==> src/rtl/cache_line_fill.sv <==
// -----------------------------------------------------------------------------
// cache_line_fill
//
// Write side of a single-line cache. On a miss the requester pulses fillReq
// with the wanted tag; the block then holds memReq high and accepts one byte
// per valid memory beat, in ascending offset order, into a 32-byte line store.
// When the last byte lands it spends one cycle in DONE, which commits
// lineTag/lineValid and raises the one-cycle fillDone pulse.
//
// Ports
//   clk        rising-edge clock
//   reset      synchronous, active-high reset
//   fillReq    start a fill of fillTag (sampled only when idle)
//   fillTag    tag of the line to fetch
//   fillBusy   high while filling and in the commit cycle
//   memReq     level request to memory, held for the whole burst
//   memTag     latched tag being fetched
//   memValid   memData carries a valid beat this cycle
//   memData    fill beat
//   fillDone   one-cycle pulse: line committed
//   lineValid  line holds valid data for lineTag
//   lineTag    tag of the resident line
//   rdOffset   read byte select
//   rdData     line[rdOffset], combinational
//
// Optional feature (macro CACHE_STORE_EN): a store port
//   wrEn/wrTag/wrOffset/wrData in, wrHit out (combinational). A store
//   writes one byte of the resident line when it is valid, the tag matches
//   and no fill is in progress.
//
// LINE_BYTES must equal 2**OFF_W: the fill counter relies on wrapping
// naturally back to zero after the last byte.
// -----------------------------------------------------------------------------
module cache_line_fill #(
  parameter int TAG_W      = 4,
  parameter int DATA_W     = 8,
  parameter int LINE_BYTES = 32,
  parameter int OFF_W      = 5
) (
  input  logic              clk,
  input  logic              reset,
  input  logic              fillReq,
  input  logic [TAG_W-1:0]  fillTag,
  output logic              fillBusy,
  output logic              memReq,
  output logic [TAG_W-1:0]  memTag,
  input  logic              memValid,
  input  logic [DATA_W-1:0] memData,
  output logic              fillDone,
  output logic              lineValid,
  output logic [TAG_W-1:0]  lineTag,
  input  logic [OFF_W-1:0]  rdOffset,
  output logic [DATA_W-1:0] rdData
`ifdef CACHE_STORE_EN
  ,
  input  logic              wrEn,
  input  logic [TAG_W-1:0]  wrTag,
  input  logic [OFF_W-1:0]  wrOffset,
  input  logic [DATA_W-1:0] wrData,
  output logic              wrHit
`endif
);

  typedef enum logic [1:0] {
    IDLE = 2'd0,
    FILL = 2'd1,
    DONE = 2'd2
  } state_t;

  localparam logic [OFF_W-1:0] LAST_OFF = OFF_W'(LINE_BYTES - 1);

  state_t             state_reg, state_next;
  logic [OFF_W-1:0]   count_reg, count_next;
  logic               mem_req_reg, mem_req_next;
  logic [TAG_W-1:0]   mem_tag_reg, mem_tag_next;
  logic               fill_done_reg, fill_done_next;
  logic               line_valid_reg, line_valid_next;
  logic [TAG_W-1:0]   line_tag_reg, line_tag_next;
  logic               fill_we;

  // Line storage: intentionally not reset; lineValid qualifies its contents.
  logic [DATA_W-1:0]  line_mem [LINE_BYTES];
  logic               mem_we;
  logic [OFF_W-1:0]   mem_addr;
  logic [DATA_W-1:0]  mem_wdata;

  // ---------------------------------------------------------------------------
  // State and registered outputs
  // ---------------------------------------------------------------------------
  always_ff @(posedge clk) begin
    if (reset) begin
      state_reg      <= IDLE;
      count_reg      <= '0;
      mem_req_reg    <= 1'b0;
      mem_tag_reg    <= '0;
      fill_done_reg  <= 1'b0;
      line_valid_reg <= 1'b0;
      line_tag_reg   <= '0;
    end else begin
      state_reg      <= state_next;
      count_reg      <= count_next;
      mem_req_reg    <= mem_req_next;
      mem_tag_reg    <= mem_tag_next;
      fill_done_reg  <= fill_done_next;
      line_valid_reg <= line_valid_next;
      line_tag_reg   <= line_tag_next;
    end
  end

  // ---------------------------------------------------------------------------
  // Next-state logic
  // ---------------------------------------------------------------------------
  always_comb begin
    state_next      = state_reg;
    count_next      = count_reg;
    mem_req_next    = mem_req_reg;
    mem_tag_next    = mem_tag_reg;
    fill_done_next  = 1'b0;
    line_valid_next = line_valid_reg;
    line_tag_next   = line_tag_reg;
    fill_we         = 1'b0;

    case (state_reg)
      IDLE: begin
        if (fillReq) begin
          state_next      = FILL;
          mem_tag_next    = fillTag;
          line_valid_next = 1'b0;   // old line is being destroyed
          count_next      = '0;
          mem_req_next    = 1'b1;
        end
      end

      FILL: begin
        // Cycles without memValid are stalls: nothing moves.
        if (memValid) begin
          fill_we    = 1'b1;
          count_next = count_reg + 1'b1;  // wraps to 0 after the last byte
          if (count_reg == LAST_OFF) begin
            state_next   = DONE;
            mem_req_next = 1'b0;
          end
        end
      end

      DONE: begin
        // fillDone is registered, so it becomes visible together with
        // lineValid/lineTag on the cycle after DONE.
        fill_done_next  = 1'b1;
        line_valid_next = 1'b1;
        line_tag_next   = mem_tag_reg;
        state_next      = IDLE;
      end

      default: state_next = IDLE;
    endcase
  end

  // ---------------------------------------------------------------------------
  // Store port and storage write mux. Fill writes only occur in FILL and
  // store hits only in IDLE, so the two sources never collide.
  // ---------------------------------------------------------------------------
`ifdef CACHE_STORE_EN
  assign wrHit = wrEn & line_valid_reg & (wrTag == line_tag_reg) & (state_reg == IDLE);
`endif

  always_comb begin
    mem_we    = fill_we;
    mem_addr  = count_reg;
    mem_wdata = memData;
`ifdef CACHE_STORE_EN
    if (wrHit) begin
      mem_we    = 1'b1;
      mem_addr  = wrOffset;
      mem_wdata = wrData;
    end
`endif
  end

  // A beat (or store) arriving in the same cycle as reset is dropped.
  always_ff @(posedge clk) begin
    if (mem_we && !reset) begin
      line_mem[mem_addr] <= mem_wdata;
    end
  end

  // ---------------------------------------------------------------------------
  // Outputs
  // ---------------------------------------------------------------------------
  assign fillBusy  = (state_reg != IDLE);
  assign memReq    = mem_req_reg;
  assign memTag    = mem_tag_reg;
  assign fillDone  = fill_done_reg;
  assign lineValid = line_valid_reg;
  assign lineTag   = line_tag_reg;
  assign rdData    = line_mem[rdOffset];

endmodule

==> config.mk <==
export PLATFORM = sky130hd
export DESIGN_NAME = cache_line_fill
export DESIGN_NICKNAME = d
export VERILOG_FILES = /design/src/rtl/cache_line_fill.sv
export SDC_FILE = /design/constraint.sdc
export NUM_CORES = 1
export LEC_CHECK = 0
export BUFFER_PORTS_ARGS = -buffer_cell sky130_fd_sc_hd__buf_2
export CORE_MARGIN = 5
export CORE_UTILIZATION = 45
export DETAILED_ROUTE_END_ITERATION = 10
export PLACE_DENSITY_LB_ADDON = 0.2
export SLEW_MARGIN = 10
export SYNTH_ARGS = -nofsm -noshare
export SYNTH_HDL_FRONTEND = slang
export SYNTH_SLANG_ARGS = --single-unit
==> constraint.sdc <==
create_clock -name clk -period 5.76 [get_ports clk]
set_clock_uncertainty 0.05 [all_clocks]
set_input_delay 0.576 -clock clk [delete_from_list [all_inputs] [get_ports clk]]
set_output_delay 0.576 -clock clk [all_outputs]
set_load 0.02 [all_outputs]
# Word-level counts from Yosys, hierarchy flattened
# Memory sizes are Yosys's and may differ from the RTL's.
# Index checks and enable logic that the tools add are counted.
# totals
n_memories,1
input_bits,21
output_inout_bits,20
ff_bits,18
ramBits,256
word_cells,44
# memory_table
name,words,word_bits,rd,rd_clocked_by_memory_dff,wr,line,rtl
line_mem,32,8,1,0,1,82,logic [DATA_W-1:0] line_mem [LINE_BYTES];
# classes
reduce_logical,11
n_eq_ne,6
muxes,18
add_sub_neg,1
# op_table
cell,n
5-bit 2-to-1 mux,2
5-bit case mux with 2 select lines,1
1-bit 2-to-1 mux,9
2-bit 2-to-1 mux,3
"2-bit inequality test, second input constant",3
3-bit AND reduction,2
2-bit nonzero test,3
"5-bit by 1-bit adder with 5-bit output, second input constant",1
"5-bit equality test, second input constant",1
1-bit case mux with 2 select lines,2
2-bit case mux with 2 select lines,1
2-bit AND reduction,2
4-bit AND reduction,1
"2-bit by 1-bit equality test with 1-bit output, second input constant",1
"2-bit equality test, second input constant",1
2-bit logical NOT,1
1-bit logical AND,1
1-bit logical NOT,1

# Depth between registers and ports, before layout
# Gate-level depths: netlist of the first run.
# logic_depth
ltp_word,5
ltp_mapped,6
ltp_nobuf,6

# Worst setup path before layout of the first run
# No wires, ideal clock.
# synth_timing
path_type,input to output
from,input rdOffset[2]
to,output rdData[0]
path_buffers,2
required_time_ns,5.134
arrival_time_ns,2.328
slack_ns,2.806
cell_stages,5
cell_sequence,clkbuf_1 -> clkbuf_1 -> mux4_2 -> mux4_2 -> mux2_2
# synth_between
elab_chain_len,1
# synth_rtl
item,line,rtl
from (decl),52,"input logic [OFF_W-1:0] rdOffset,"
memory read 32 x 8 bit,-,
to (decl),53,output logic [DATA_W-1:0] rdData
# No other way between the ends.

# Worst setup path after layout of the first run
# layout_timing
from,input rdOffset[1]
to,output rdData[4]
# Same word-level chain as after synthesis.

==> results.ini, run 1 <==
[floorplan]
chipHeight_um=164
dieArea_um2=26900
core_area_um2=23400
io-pin-count=41
initial_core_util=0.456
die_w_um=164
row_count=56

[final_layout]
stdcell_area_um2=12100
syn_to_final_growth_pct=13.4
largest_reg_flops=256
fin_nets=572
diodes=0
drive_gt1_frac=0.310
final_core_util=0.517

[placement]
gp_congestion=0.782
portBuffers=40
place_hpwl_um=14100
placed_area_um2=11200

[cts]
clockBufferDepth=3
cts_hold_buf=0
cts_htree_levels=1
clk_pin_slew_worst_paths_ps=60
clk_latency_ps=530
cts_buffers=28
cts-resized-gates=0
post_cts_buffers=0
cts_tree=done
cts_sinks=274
cts_root_buf=clkbuf_16

[drt]
avgRoutedWirePerCell_um=25.1
initialDrtViolationCount=417
final_antenna_net_count=0
wirelength_um=22200
dr_total_vias=4931
firstDrtPassIters=5
vias_per_cell=5.56
route.detailed.drc=0

[power_and_ir_drop]
vdd_ir_drop_max_v=0.000183
total_leakage_power_nw=3.80
power_density_nw_per_um2=345

[grt]
grt_use_total=0.171
grt_antenna_before_repair=1
grt_pass1_vias=5204
grt_pass1_wl_um=33600
grt_start_max_net_pins=49
grt.overflow.total=0

[timing]
drv_slew=0
finalSetupViolations=0
post-route-period-util=0.658
min_period_ps=3790
max_slew_margin=0.358
tightest_slew_ps=964
rsz0062_at_grt=no
final_hold_viol_count=0
fmax_mhz=264
final.setup.tns_ps=0

[synthesis]
syn_area_per_cell_um2=21.4
ys_ff_latch=274
synthFlopType=edfxtp_1
muxShareOfSynthArea=0.182
yosysSeqAreaShare=0.755
synth.net_count=523
synth_edf_count=256
ys_top_cells_by_count=edfxtp_1 (256), mux4_2 (80), nor2_1 (40)
synth-compound-area-share=0.00880
synth_top_area_frac=0.721
synth_area_um2=10700
yosysTopAreaCell=edfxtp_1
synth_top_family_by_area=multiplexers
synth-xor-area-share=0.000822
postSynthCellCount=497
yosys.cell_count.top_type=edfxtp_1
synthTopCellsByArea=edfxtp_1 (72%), mux4_2 (17%), dfxtp_1 (3.4%)
async_flop_share=0
ys_warn_count=0
synthAdderAreaFrac=0.00587
synth_cell_types=34
yosys.area_share.simple=0.0343

[setup_path]
critical_path_arrival_ps=3170
worstSetupPathType=in -> out
required_ps=5130
startpoint_type=primary input
crit_start=rdOffset[1]
rr_startpoint=state_reg[0]
worstPathMaxFanout=48
end_kind=output pin

[run]
cap_violations=0

[hold_path]
hp-start=fillTag[3]
hold_path_class=in -> reg

[run_status]
status=finished clean

critical path, stage by stage:
cell and delay, ps:
buf_4 710, buf_4 360, mux4_2 540, mux4_2 470, mux2_2 300, buf_2 170
layout by cell type (no fill, tap or decap), types with 2 or more instances in the layout:
cell type and instances:
clkinv_4 3, nor2b_1 2, nor2_1 40, nand2_1 15, buf_2 39, nand3_1 3
o31ai_1 2, dfxtp_1 18, mux2i_1 5, nand3b_1 4, buf_4 5, a21oi_1 9
o21ai_0 4, inv_1 4, clkbuf_16 29, clkinvlp_4 2, edfxtp_1 256, or4_1 2
or2_2 2, clkinv_1 10, mux2_2 8, mux4_2 80, ha_1 5, nand4b_1 2
bufinv_16 3, clkinv_2 3
logic make-up after synthesis:
family          Yosys count
flops                   274
compound gates           17
xor+xnor                  1
simple gates             78
mux                      93
fa+ha+maj                 5
buf+inv                  29
metrics by stage:
step | std cells | worst slack (ps) | hold WS [ps] | power (W)
3_5_place_dp | 835 | 1900 | 402 | 0.00242
4_1_cts | 887 | 1900 | 226 | 0.00420
3_3_place_gp | 835 | 1910 | 390 | 0.00242
5_1_grt | 887 | 1770 | 231 | 0.00430
6_report | 887 | 1970 | 241 | 0.00416
2_1_floorplan | 497 | 2810 | 444 | 0.00235
path summary, 6_finish.rpt:
path / end / depth (start not counted) / slack (ps)
worst min register to register: lineTag[0] / 2 / 420
worst min-delay path: memTag[3] / 3 / 240
worst max register to register: line_mem[24][1] / 3 / 2860
worst max-delay path: rdData[4] / 6 / 1970
metal layers:
| metal | vias to the layer above | global-route usage | wire, um |
|---|---|---|---|
| met2 | 146 | 0.276 | 11000 |
| met5 | - | 0 | 0 |
| met4 | 0 | 0.0374 | 327 |
| met1 | 2613 | 0.242 | 9480 |
| li1 | 2145 | - | - |
| met3 | 27 | 0.0386 | 1420 |
power by group:
group / internal [W] / switching (W)
logic: 0.0000814 / 0.000114
registers: 0.00218 / 0.00000393
clock network: 0.00105 / 0.000737
total: 0.00331 / 0.000855
cell type report:
cell class | instances | area, um2
clock inverter | 22 | 193
multi-input combinational | 194 | 2470
tap | 319 | 399
timing repair buffer | 44 | 233
sequential | 274 | 8050
clock buffer | 30 | 729
inverter | 4 | 15.0
fill | 1914 | 11300
No activity file was read; power rests on OpenSTA's default activity.
==> inputs of run 2 (changes only) <==
==> constraint.sdc (replaced) <==
create_clock -name clk -period 3.83 [get_ports clk]
set_clock_uncertainty 0.05 [all_clocks]
set_input_delay 0.383 -clock clk [delete_from_list [all_inputs] [get_ports clk]]
set_output_delay 0.383 -clock clk [all_outputs]
set_load 0.02 [all_outputs]
==> run 2 against run 1 <==
Total power is 48% higher. Critical path depth unchanged. Die area did not move. Combinational power grew 54%. Sequential share of layout area fell by 0.55 points. Final cell count rose by 1.5%. Largest power group unchanged. Critical endpoint is now rdData[7].
==> results.ini, run 2 (synthesis results as in run 1) <==
[final_layout]
largest_reg_flops=256  ; unchanged
fin_nets=585  ; +2.3%
layout_commonest_cell=edfxtp_1
drive_gt1_frac=0.317  ; +0.00684
mostFrequentLayoutCells=edfxtp_1 (256), mux4_2 (80), nor2_1 (40)
syn_to_final_growth_pct=14.3
layoutNonFillerInstCount=900  ; +1.5%
diodes=0  ; unchanged

[power_and_ir_drop]
p_int_w=0.00492  ; +49%
p_sw_frac=0.201  ; -0.00457
vdd_ir_drop_max_v=0.000294  ; +60%
p_switching_w=0.00123  ; +44%
p_clk_frac=0.417  ; -0.012
pwr-share-seq=0.534  ; +0.010
total_leakage_power_nw=3.87  ; +1.9%
pwr-share-comb=0.049  ; +0.002
power_density_nw_per_um2=505  ; +46%
power_w=0.00615  ; +48%

[floorplan]
row_count=56  ; unchanged
core_area_um2=23400  ; unchanged
chipHeight_um=164  ; unchanged
dieArea_um2=26900  ; unchanged
die_w_um=164  ; unchanged
io-pin-count=41  ; unchanged
initial_core_util=0.456  ; unchanged

[run]
cap_violations=0  ; unchanged

[setup_path]
crit_chain=buf_4 -> buf_12 -> mux4_2 -> mux4_2 -> mux2_2 -> buf_2
critical_path_arrival_ps=2520  ; -650 ps
worstSetupPathType=in -> out
worstPathMaxFanout=22  ; -54%
startpoint_type=primary input
cp_common_cell=mux4_2
crit_family=multiplexers
required_ps=3400  ; -1730 ps
cp_slowest_cell=mux4_2
end_kind=output pin
r2r_slack_ps=1020  ; -1840 ps
slowest_delay_ps=560  ; -150 ps
critPathBufInv=3  ; unchanged

[grt]
grt.overflow.total=0  ; unchanged
grt_start_max_net_pins=65  ; +33%
grt_use_total=0.167  ; -0.00400
grt_pass1_wl_um=33100  ; -1.3%
grt_pass1_vias=5171  ; -0.63%
grt_antenna_before_repair=0  ; -1

[drt]
route.detailed.drc=0  ; unchanged
final_antenna_net_count=0  ; unchanged
firstDrtPassIters=4  ; -1
wirelength_um=21500  ; -3.6%
initialDrtViolationCount=418  ; +0.24%
avgRoutedWirePerCell_um=23.8  ; -4.9%
dr_total_vias=4924  ; -0.14%
vias_per_cell=5.47  ; -1.6%

[run_status]
status=finished clean

[cts]
cts_root_buf=clkbuf_16
cts-resized-gates=0  ; unchanged
clk_pin_slew_worst_paths_ps=60  ; about the same
cts_htree_levels=1  ; unchanged
clk_latency_ps=520  ; about the same
cts_hold_buf=0  ; unchanged
cts_buffers=28  ; unchanged
cts_tree=done
post_cts_buffers=0  ; unchanged
clockBufferDepth=3  ; unchanged
cts_sinks=274  ; unchanged

[placement]
gp_congestion=0.755  ; -3.5%
dp_cells=848  ; +1.6%
portBuffers=40  ; unchanged
place_hpwl_um=13700  ; -3.2%

[timing]
min_period_ps=2950
rsz0062_at_grt=no
max_slew_margin=0.398  ; +0.0401
finalSetupViolations=0  ; unchanged
final_hold_viol_count=0  ; unchanged
tightest_slew_ps=900  ; -63.5 ps
final.setup.tns_ps=0  ; unchanged
drv_slew=0  ; unchanged
hold_slack_ps=54.2  ; -186 ps
post-route-period-util=0.771
fmax_mhz=339

[hold_path]
hold_path_class=in -> reg

[run 2: changes by cell type in the layout (fill, tap and decap cells not counted)]
cell / previous run / this run
buf_12: 0 / 4
buf_4: 5 / 14
bufinv_16: 3 / 2
clkbuf_1: 1 / 7
clkinv_1: 10 / 9
clkinv_2: 3 / 4
clkinv_4: 3 / 1
clkinvlp_4: 2 / 0
inv_6: 1 / 0
[run 2: area by class of cell]
type	count	area, um2
Fill cell	1877	11200
Sequential cell	274	8050
Multi-Input combinational cell	194	2470
Clock buffer	36	752
Tap cell	319	399
Timing Repair Buffer	57	380
Clock inverter	16	123
Inverter	4	15.0
[run 2: through the flow]
step / utilization / area (um2) / worst slack, ps
floorplan: - / 10700 / 1260
global placement: 0.483 / 11300 / 835
detailed placement: 0.483 / 11300 / 827
CTS: 0.521 / 12200 / 833
global route: 0.521 / 12200 / 754
finish: 0.521 / 12200 / 876
[run 2: metal layers]
metal / share of wire / vias up / GRT usage
li1: - / 2180 / -
met1: 0.45 / 2568 / 0.257
met2: 0.46 / 147 / 0.252
met3: 0.074 / 29 / 0.0304
met4: 0.015 / 0 / 0.0385
met5: 0 / - / 0
[run 2: worst reg2reg max path, cell delays in order, from the launching register on]
cell	delay, ps
dfxtp_1	540
nor4bb_1	660
nand2_1	390
nor2_1	790
[run 2: power groups by stage]
| stage | clock, W | combinational, W | sequential (W) |
|---|---|---|---|
| final | 0.00257 | 0.000301 | 0.00328 |
| after CTS | 0.00263 | 0.000308 | 0.00328 |
| after global routing | 0.00277 | 0.000326 | 0.00328 |
| after detailed placement | 0 | 0.000307 | 0.00335 |
| after floorplan | 0 | 0.000179 | 0.00335 |
| after global placement | 0 | 0.000304 | 0.00335 |
[run 2: path summary, 6_finish.rpt]
check,start,end,depth (start not counted)
max reg2reg,state_reg[0],line_mem[12][5],3
max,rdOffset[1],rdData[7],6
min,fillTag[3],memTag[3],3
min reg2reg,lineTag[0],lineTag[0],2
==> inputs of run 3 (changes only) <==
==> constraint.sdc (replaced) <==
create_clock -name clk -period 2.4 [get_ports clk]
set_clock_uncertainty 0.05 [all_clocks]
set_input_delay 0.24 -clock clk [delete_from_list [all_inputs] [get_ports clk]]
set_output_delay 0.24 -clock clk [all_outputs]
set_load 0.02 [all_outputs]
==> run 3 against run 2 <==
The run now ends with setup timing left. Clock power grew 64%. Setup slack lost 1100 ps. Flip-flop and latch count is the same. Register-to-register slack lost 450 ps. Critical path depth shrank 2. Final cell count grew 4.0%. Combinational power grew 83%. Clock-buffer cell count shrank 6. Highest routed layer unchanged.
==> results.ini, run 3 (synthesis results as in run 1) <==
[run_status]
status=finished, violations left
violations=setup timing

[setup_path]
end_kind=output pin
crit_family=multiplexers
crit_chain=mux4_2 -> mux4_2 -> mux2_4 -> buf_6
rr_startpoint=state_reg[1]
cp_common_cell=mux4_2
worstPathMaxFanout=1  ; -95%
required_ps=2110  ; -1290 ps
cp_slowest_cell=mux4_2
startpoint_type=flop
slowest_delay_ps=520  ; -40 ps
r2r_slack_ps=570  ; -450 ps
critPathBufInv=1  ; -2
critical_path_arrival_ps=2370  ; -150 ps
crit_start=line_mem[21][0]
worstSetupPathType=reg -> out

[final_layout]
mostFrequentLayoutCells=edfxtp_1 (256), mux4_2 (80), nor2_1 (40)
syn_to_final_growth_pct=18.5
fin_nets=622  ; +6.3%
diodes=0  ; unchanged
layoutNonFillerInstCount=936  ; +4.0%
drive_gt1_frac=0.353  ; +0.0366
layout_commonest_cell=edfxtp_1
largest_reg_flops=256  ; unchanged

[timing]
drv_slew=0  ; unchanged
final_hold_viol_count=0  ; unchanged
finalSetupViolations=8  ; +8
rsz0062_at_grt=yes
max_slew_margin=0.566  ; +0.168
final.setup.tns_ps=-1910  ; -1910 ps
fmax_mhz=376
min_period_ps=2660
post-route-period-util=1.11
tightest_slew_ps=651  ; -249 ps
setup_ws_ps=-259  ; -1130 ps

[grt]
grt_antenna_before_repair=1  ; +1
grt_use_total=0.170  ; +0.00379
grt.overflow.total=0  ; unchanged
grt_pass1_wl_um=33500  ; +1.1%
grt_pass1_vias=5301  ; +2.5%
grt_start_max_net_pins=37  ; -43%

[run]
cap_violations=0  ; unchanged

[cts]
cts_htree_levels=1  ; unchanged
clockBufferDepth=3  ; unchanged
cts_buffers=28  ; unchanged
clk_latency_ps=530  ; about the same
clk_pin_slew_worst_paths_ps=60  ; about the same
post_cts_buffers=0  ; unchanged
cts_tree=done
cts_root_buf=clkbuf_16
cts_sinks=274  ; unchanged

[drt]
wirelength_um=22000  ; +2.6%
dr_total_vias=5085  ; +3.3%
route.detailed.drc=0  ; unchanged
final_antenna_net_count=0  ; unchanged
firstDrtPassIters=5  ; +1
initialDrtViolationCount=341  ; -18%
avgRoutedWirePerCell_um=23.5  ; -1.3%
vias_per_cell=5.43  ; -0.70%

[power_and_ir_drop]
total_leakage_power_nw=4.14  ; +7.0%
power_density_nw_per_um2=792  ; +57%
vdd_ir_drop_max_v=0.000531  ; +80%

[placement]
gp_congestion=0.784  ; +3.9%
preCtsSetupSlack_ps=-63.0  ; -890 ps
place_hpwl_um=14200  ; +3.9%
portBuffers=40  ; unchanged
dp_cells=875  ; +3.2%

[floorplan]
row_count=56  ; unchanged
initial_core_util=0.456  ; unchanged
io-pin-count=41  ; unchanged
dieArea_um2=26900  ; unchanged
core_area_um2=23400  ; unchanged
chipHeight_um=164  ; unchanged
die_w_um=164  ; unchanged

[hold_path]
hold_path_class=in -> reg
hp-start=memData[4]

## run 3: cell count changes in the layout (fill, tap and decap cells not counted), moves of 5 or more
cell | previous run | this run
buf_4 | 14 | 39
dlygate4sd3_1 | 0 | 10
buf_2 | 39 | 31
buf_6 | 0 | 8
mux2_2 | 8 | 0
mux2_4 | 0 | 8
clkbuf_1 | 7 | 1
clkinv_2 | 4 | 9
## run 3: where the power goes
group,switching [W],internal [W]
sequential,0.00000662,0.00523
clock,0.00171,0.00250
combinational,0.000290,0.000260
total,0.00201,0.00799
## run 3: timing repair
action / in CTS / in global routing
gates resized for setup: 24 / 0
hold endpoints to repair: 8 / 0
pin swaps: 0 / 0
endpoints found under the setup margin: 8 / 8
hold buffers: 10 / 0
## run 3: worst reg2reg max path, cell delays in order, from the launching register on
cell and delay (ps):
dfxtp_1 310, buf_4 180, nor3b_1 210, buf_4 180
mux2i_1 200, nor2_1 50, dlygate4sd3_1 550
## run 3: final cells by class
type,instances,area [um2]
clock inverter,21,176
clock buffer,30,729
tap,319,399
sequential,274,8050
inverter,4,15.0
fill,1830,10800
timing repair buffer,94,758
multi-input combinational,194,2500
## run 3: metal layers
metal  global-route usage  up-vias  share of wire
met5                    0        -              0
met4               0.0385        0          0.018
met3               0.0238       29          0.051
met2                0.281      147           0.49
met1                0.246     2657           0.44
li1                     -     2252              -
## run 3: path summary, 6_finish.rpt
kind | endpoint | depth (start not counted)
min reg2reg | lineValid | 2
min | line_mem[16][4] | 1
max | rdData[0] | 4
max reg2reg | memTag[1] | 6
## run 3: through the flow
step	hold WS [ps]	cell area, um2	total power, W	util
2_1_floorplan	259	10700	0.00563	-
3_3_place_gp	389	11500	0.00584	0.493
3_5_place_dp	410	11500	0.00585	0.493
4_1_cts	195	12600	0.0101	0.540
5_1_grt	212	12600	0.0103	0.540
6_report	195	12600	0.0100	0.540
